`config.mk`:
```
export PLATFORM = sky130hd
export DESIGN_NAME = serial_add_sub
export DESIGN_NICKNAME = d
export VERILOG_FILES = /design/src/rtl/serial_arith_pkg.sv /design/src/rtl/full_adder_dataflow.sv /design/src/rtl/serial_add_sub.sv
export SDC_FILE = /design/constraint.sdc
export NUM_CORES = 1
export LEC_CHECK = 0
export CAP_MARGIN = 30
export CELL_PAD_IN_SITES_DETAIL_PLACEMENT = 1
export CELL_PAD_IN_SITES_GLOBAL_PLACEMENT = 2
export CORE_MARGIN = 2
export CORE_UTILIZATION = 29
export DETAILED_ROUTE_END_ITERATION = 7
export PLACE_DENSITY_LB_ADDON = 0.3
export SYNTH_ARGS = -nofsm -noshare
export SYNTH_HDL_FRONTEND = slang
export SYNTH_SLANG_ARGS = --single-unit
```
`constraint.sdc`:
```
create_clock -name clk -period 1.45 [get_ports clk]
set_input_delay 0.145 -clock clk [delete_from_list [all_inputs] [get_ports clk]]
set_output_delay 0.145 -clock clk [all_outputs]
set_load 0.02 [all_outputs]
```
`src/rtl/serial_arith_pkg.sv`:
```
// Shared definitions for the bit-serial arithmetic blocks: FSM encoding and
// the default operand width.
package serial_arith_pkg;

  localparam int DEFAULT_WIDTH = 8;

  typedef enum logic [1:0] {
    ST_IDLE = 2'd0,
    ST_RUN  = 2'd1,
    ST_DONE = 2'd2
  } serial_state_e;

  // Bits needed to count 0..n inclusive.
  function automatic int count_bits(input int n);
    return $clog2(n + 1);
  endfunction

endpackage

```
`src/rtl/full_adder_dataflow.sv`:
```
// Combinational one-bit full adder used as the arithmetic cell of the serial unit.
module full_adder_dataflow (
  input  logic a,
  input  logic b,
  input  logic cin,
  output logic sum,
  output logic cout
);

  assign sum  = a ^ b ^ cin;
  assign cout = (a & b) | (cin & (a ^ b));

endmodule

```
`src/rtl/serial_add_sub.sv`:
```
// Bit-serial adder/subtractor: one result bit per clock, LSB first, using a
// single full-adder cell; subtraction is a + ~b + 1.
module serial_add_sub
  import serial_arith_pkg::*;
#(
  parameter int WIDTH = DEFAULT_WIDTH
) (
  input  logic             clk,
  input  logic             rst_n,
  input  logic             start,
  input  logic             sub,
  input  logic [WIDTH-1:0] a,
  input  logic [WIDTH-1:0] b,
  output logic             busy,
  output logic             done,
  output logic [WIDTH-1:0] result,
  output logic             cout,
  output logic             overflow
);

  localparam int CW = count_bits(WIDTH);

  serial_state_e    state_q;
  logic [WIDTH-1:0] a_q;
  logic [WIDTH-1:0] b_q;
  logic [WIDTH-1:0] result_q;
  logic [CW-1:0]    cnt_q;
  logic             carry_q;
  logic             busy_q;
  logic             done_q;
  logic             cout_q;
  logic             ovf_q;

  logic             sum_d;
  logic             carry_d;
  logic             last_bit_d;

  full_adder_dataflow u_cell (
    .a    (a_q[0]),
    .b    (b_q[0]),
    .cin  (carry_q),
    .sum  (sum_d),
    .cout (carry_d)
  );

  assign last_bit_d = (cnt_q == CW'(WIDTH - 1));

  always_ff @(posedge clk) begin
    if (!rst_n) begin
      state_q  <= ST_IDLE;
      a_q      <= '0;
      b_q      <= '0;
      result_q <= '0;
      cnt_q    <= '0;
      carry_q  <= 1'b0;
      busy_q   <= 1'b0;
      done_q   <= 1'b0;
      cout_q   <= 1'b0;
      ovf_q    <= 1'b0;
    end else begin
      case (state_q)
        ST_IDLE, ST_DONE: begin
          done_q <= 1'b0;
          if (start) begin
            // Inverted B plus carry-in of 1 turns the add into a subtract.
            a_q     <= a;
            b_q     <= sub ? ~b : b;
            carry_q <= sub;
            cnt_q   <= '0;
            busy_q  <= 1'b1;
            state_q <= ST_RUN;
          end else begin
            busy_q  <= 1'b0;
            state_q <= ST_IDLE;
          end
        end

        ST_RUN: begin
          result_q <= {sum_d, result_q[WIDTH-1:1]};
          a_q      <= a_q >> 1;
          b_q      <= b_q >> 1;
          carry_q  <= carry_d;
          cnt_q    <= cnt_q + CW'(1);
          if (last_bit_d) begin
            // On the MSB cycle carry_q is the carry into the MSB.
            cout_q  <= carry_d;
            ovf_q   <= carry_q ^ carry_d;
            busy_q  <= 1'b0;
            done_q  <= 1'b1;
            state_q <= ST_DONE;
          end
        end

        default: begin
          busy_q  <= 1'b0;
          done_q  <= 1'b0;
          state_q <= ST_IDLE;
        end
      endcase
    end
  end

  assign busy     = busy_q;
  assign done     = done_q;
  assign result   = result_q;
  assign cout     = cout_q;
  assign overflow = ovf_q;

endmodule

```
==> results.yml <==
outcome:
  status: "finished clean"
global_routing:
  grtUsageTotal: 0.141
  grt_start_max_net_pins: 19
  first_global_vias: 1437
  grt_pass1_wl_um: 6600
  grt.overflow.total: 0
  antenna_found_initial: 0
worst_setup_path:
  cp_cell_sequence: "clkdlybuf4s50_1"
  r2r-start: "state_q[1]$_SDFFE_PN0P_"
  crit_family: "buffers and inverters"
  reg2regPathDepth: 3
  max_stage_delay_ns: 0.61
  startpoint: "result[6]$_SDFFE_PN0P_"
  path_class: "reg -> out"
  cp_num_cells: 1
  cp.arrival_ns: 1.26
  cp_slowest_cell: "clkdlybuf4s50_1"
  crit_buf_inv: 1
  end_kind: "primary output"
  cp-start-kind: "register"
  worst-path-max-fanout: 3
  cp.required_ns: 1.31
synthesis:
  synth_top_area_share: 0.462
  postSynth.asyncResetShare: 0
  synth_ff_type: "dfxtp_1"
  yosysWarnings: 0
  syn-num-nets: 194
  syn_area_per_cell_um2: 8.81
  synth_common_cells: "35 x dfxtp_1, 27 x a21oi_1, 25 x nand2_1, 18 x nand3_1, 12 x a22oi_1"
  synthCells: 172
  yosysMostFrequentCell: "dfxtp_1"
  ys_seq_area_frac: 0.462
  synth_area_leaders: "dfxtp_1 46%, a21oi_1 8.9%, nand2_1 6.2%, nand3_1 5.9%, a22oi_1 5.9%"
  synth_top_area_cell: "dfxtp_1"
  synth_edf_count: 0
  ys_ff_latch: 35
  synth.distinct_cells: 26
  syn_area_um2: 1520
route:
  totalWireLength_um: 3900
  drc_errors: 0
  routedWlPerCell_um: 13.9
  antenna_left: 0
  firstDrtPassIters: 4
  vias: 1368
  vias_per_cell: 4.89
  first_iter_violations: 39
sta:
  setup_viol: 0
  slew_violations: 0
  tightestPinTransition_ns: 0.296
  tns_ns: 0
  worst_slack_ns: 0.0494
  timing.fmax_mhz: 714
  clock_skew_ns: 0.00470
  hold_violations: 0
  rsz0062_at_grt: "no"
  min_period_ns: 1.40
  period_share: 0.966
  relSlewSlack: 0.803
worst_hold_path:
  min-delay-start: "a[7]"
  worst_hold_path_type: "in -> reg"
  whs_path_depth: 3
final_layout:
  nets: 231
  multi_input_area_um2: 732
  drive_gt1_frac: 0.110
  seq_area_um2: 701
  final_cells: 280
  fillCellCount: 623
  diodes: 0
  syn2layout_area_growth_pct: 33.7
placed_design:
  gp_congestion: 0.811
  dp.cells: 272
  place_ws_ns: 0.0240
  dp_hpwl_um: 2850
  portBuffers: 31
floorplan:
  io_pins: 32
  coreArea_um2: 5070
  die_w_um: 76.3
  die_area_um2: 5820
  initial_core_util: 0.299
  fp.dieH_um: 76.3
  rows: 26
pwr:
  irDropWorstVdd_uv: 440
  power_uw: 2050
  pwr-share-comb: 0.155
  intPower_uw: 1500
  swShare: 0.268
  p_leak_uw: 0.000785
  power_density_nw_per_um2: 1010
  pwr-share-clk: 0.337
  p_switching_uw: 551
  seq_power_share: 0.508
flow_run:
  drv_cap: 0
clock_network:
  hold_buffers: 0
  numCtsBuffers: 5
  clk_pin_slew_worst_paths_ns: 0.07
  htree_levels: 2
  ctsLongestPathBuffers: 2
  cts_resized: 0
  cts_tree: "yes"
  insertion_delay_ns: 0.29
  cts_sinks: 35
  root_buffer: "clkbuf_8"
  post_cts_buffers: 0
-- logic make-up (layout without fill, tap and decap cells) --
family,count (synthesis),after routing,share of synthesized area
and+or+nand+nor,55,55,0.168
xor gates and xnor gates,9,9,0.0520
adders and majority gates,2,2,0.0215
buffers and inverters,16,54,0.0561
DFF,35,35,0.462
muxes,7,7,0.0495
AOI/OAI and AO/OA,48,48,0.191
-- area by class of cell --
cell class	count	area share
clock buffer	7	0.0377
clock inverter	1	0.00247
inverter	1	0.00185
multi-input combinational	121	0.361
sequential	35	0.346
tap	70	0.0432
timing repair buffer	45	0.208
-- flip-flops by register name, indices dropped and copies added (netlist names), 2 cells and up --
name and flops:
a_q 8, b_q 8, result 8, cnt_q 4
state_q 2
-- placed cells by master (no fill, tap or decap), drive strengths merged --
cell,n
a21o,1
nand2,25
nand3,18
nor2,1
clkbuf,7
dlymetal6s2s,2
nand2b,4
and2b,1
dfxtp,35
clkdlybuf4s50,29
nand4,1
o22ai,1
a22oi,12
buf,14
nor3,3
fa,1
a211oi,4
xor2,9
mux2,1
clkinv,1
a21oi,27
mux2i,6
ha,1
o21ai,3
nor2b,2
inv,1
-- metrics by stage --
stage | hold WS, ns | util | area, µm²
3_3_place_gp | 0.445 | 0.382 | 1940
5_1_grt | 0.428 | 0.399 | 2030
2_1_floorplan | 0.281 | - | 1520
3_5_place_dp | 0.450 | 0.382 | 1940
4_1_cts | 0.396 | 0.398 | 2020
6_report | 0.406 | 0.399 | 2030
-- power by group through the flow --
| stage | clock, µW | sequential (µW) | combinational, µW |
|---|---|---|---|
| after detailed placement | 0 | 1060 | 320 |
| after global routing | 757 | 1050 | 358 |
| after CTS | 725 | 1040 | 322 |
| after floorplan | 0 | 1060 | 187 |
| final | 691 | 1040 | 319 |
| after global placement | 0 | 1060 | 309 |
-- routing by layer --
metal,wire (µm),share of wire,track usage,vias to the layer above
met4,101,0.026,0.0855,0
met3,126,0.032,0.0284,9
met5,0,0,0,-
met1,1710,0.44,0.157,654
met2,1960,0.50,0.248,29
li1,-,-,-,676
-- worst paths after layout --
kind	slack (ns)	end
min reg2reg	0.45	result[0]$_SDFFE_PN0P_
max reg2reg	0.14	cnt_q[2]$_SDFFE_PN0P_
max	0.05	result[6]
min	0.41	a_q[7]$_SDFFE_PN0P_
Note: power is estimated with default switching activity, not from simulation.
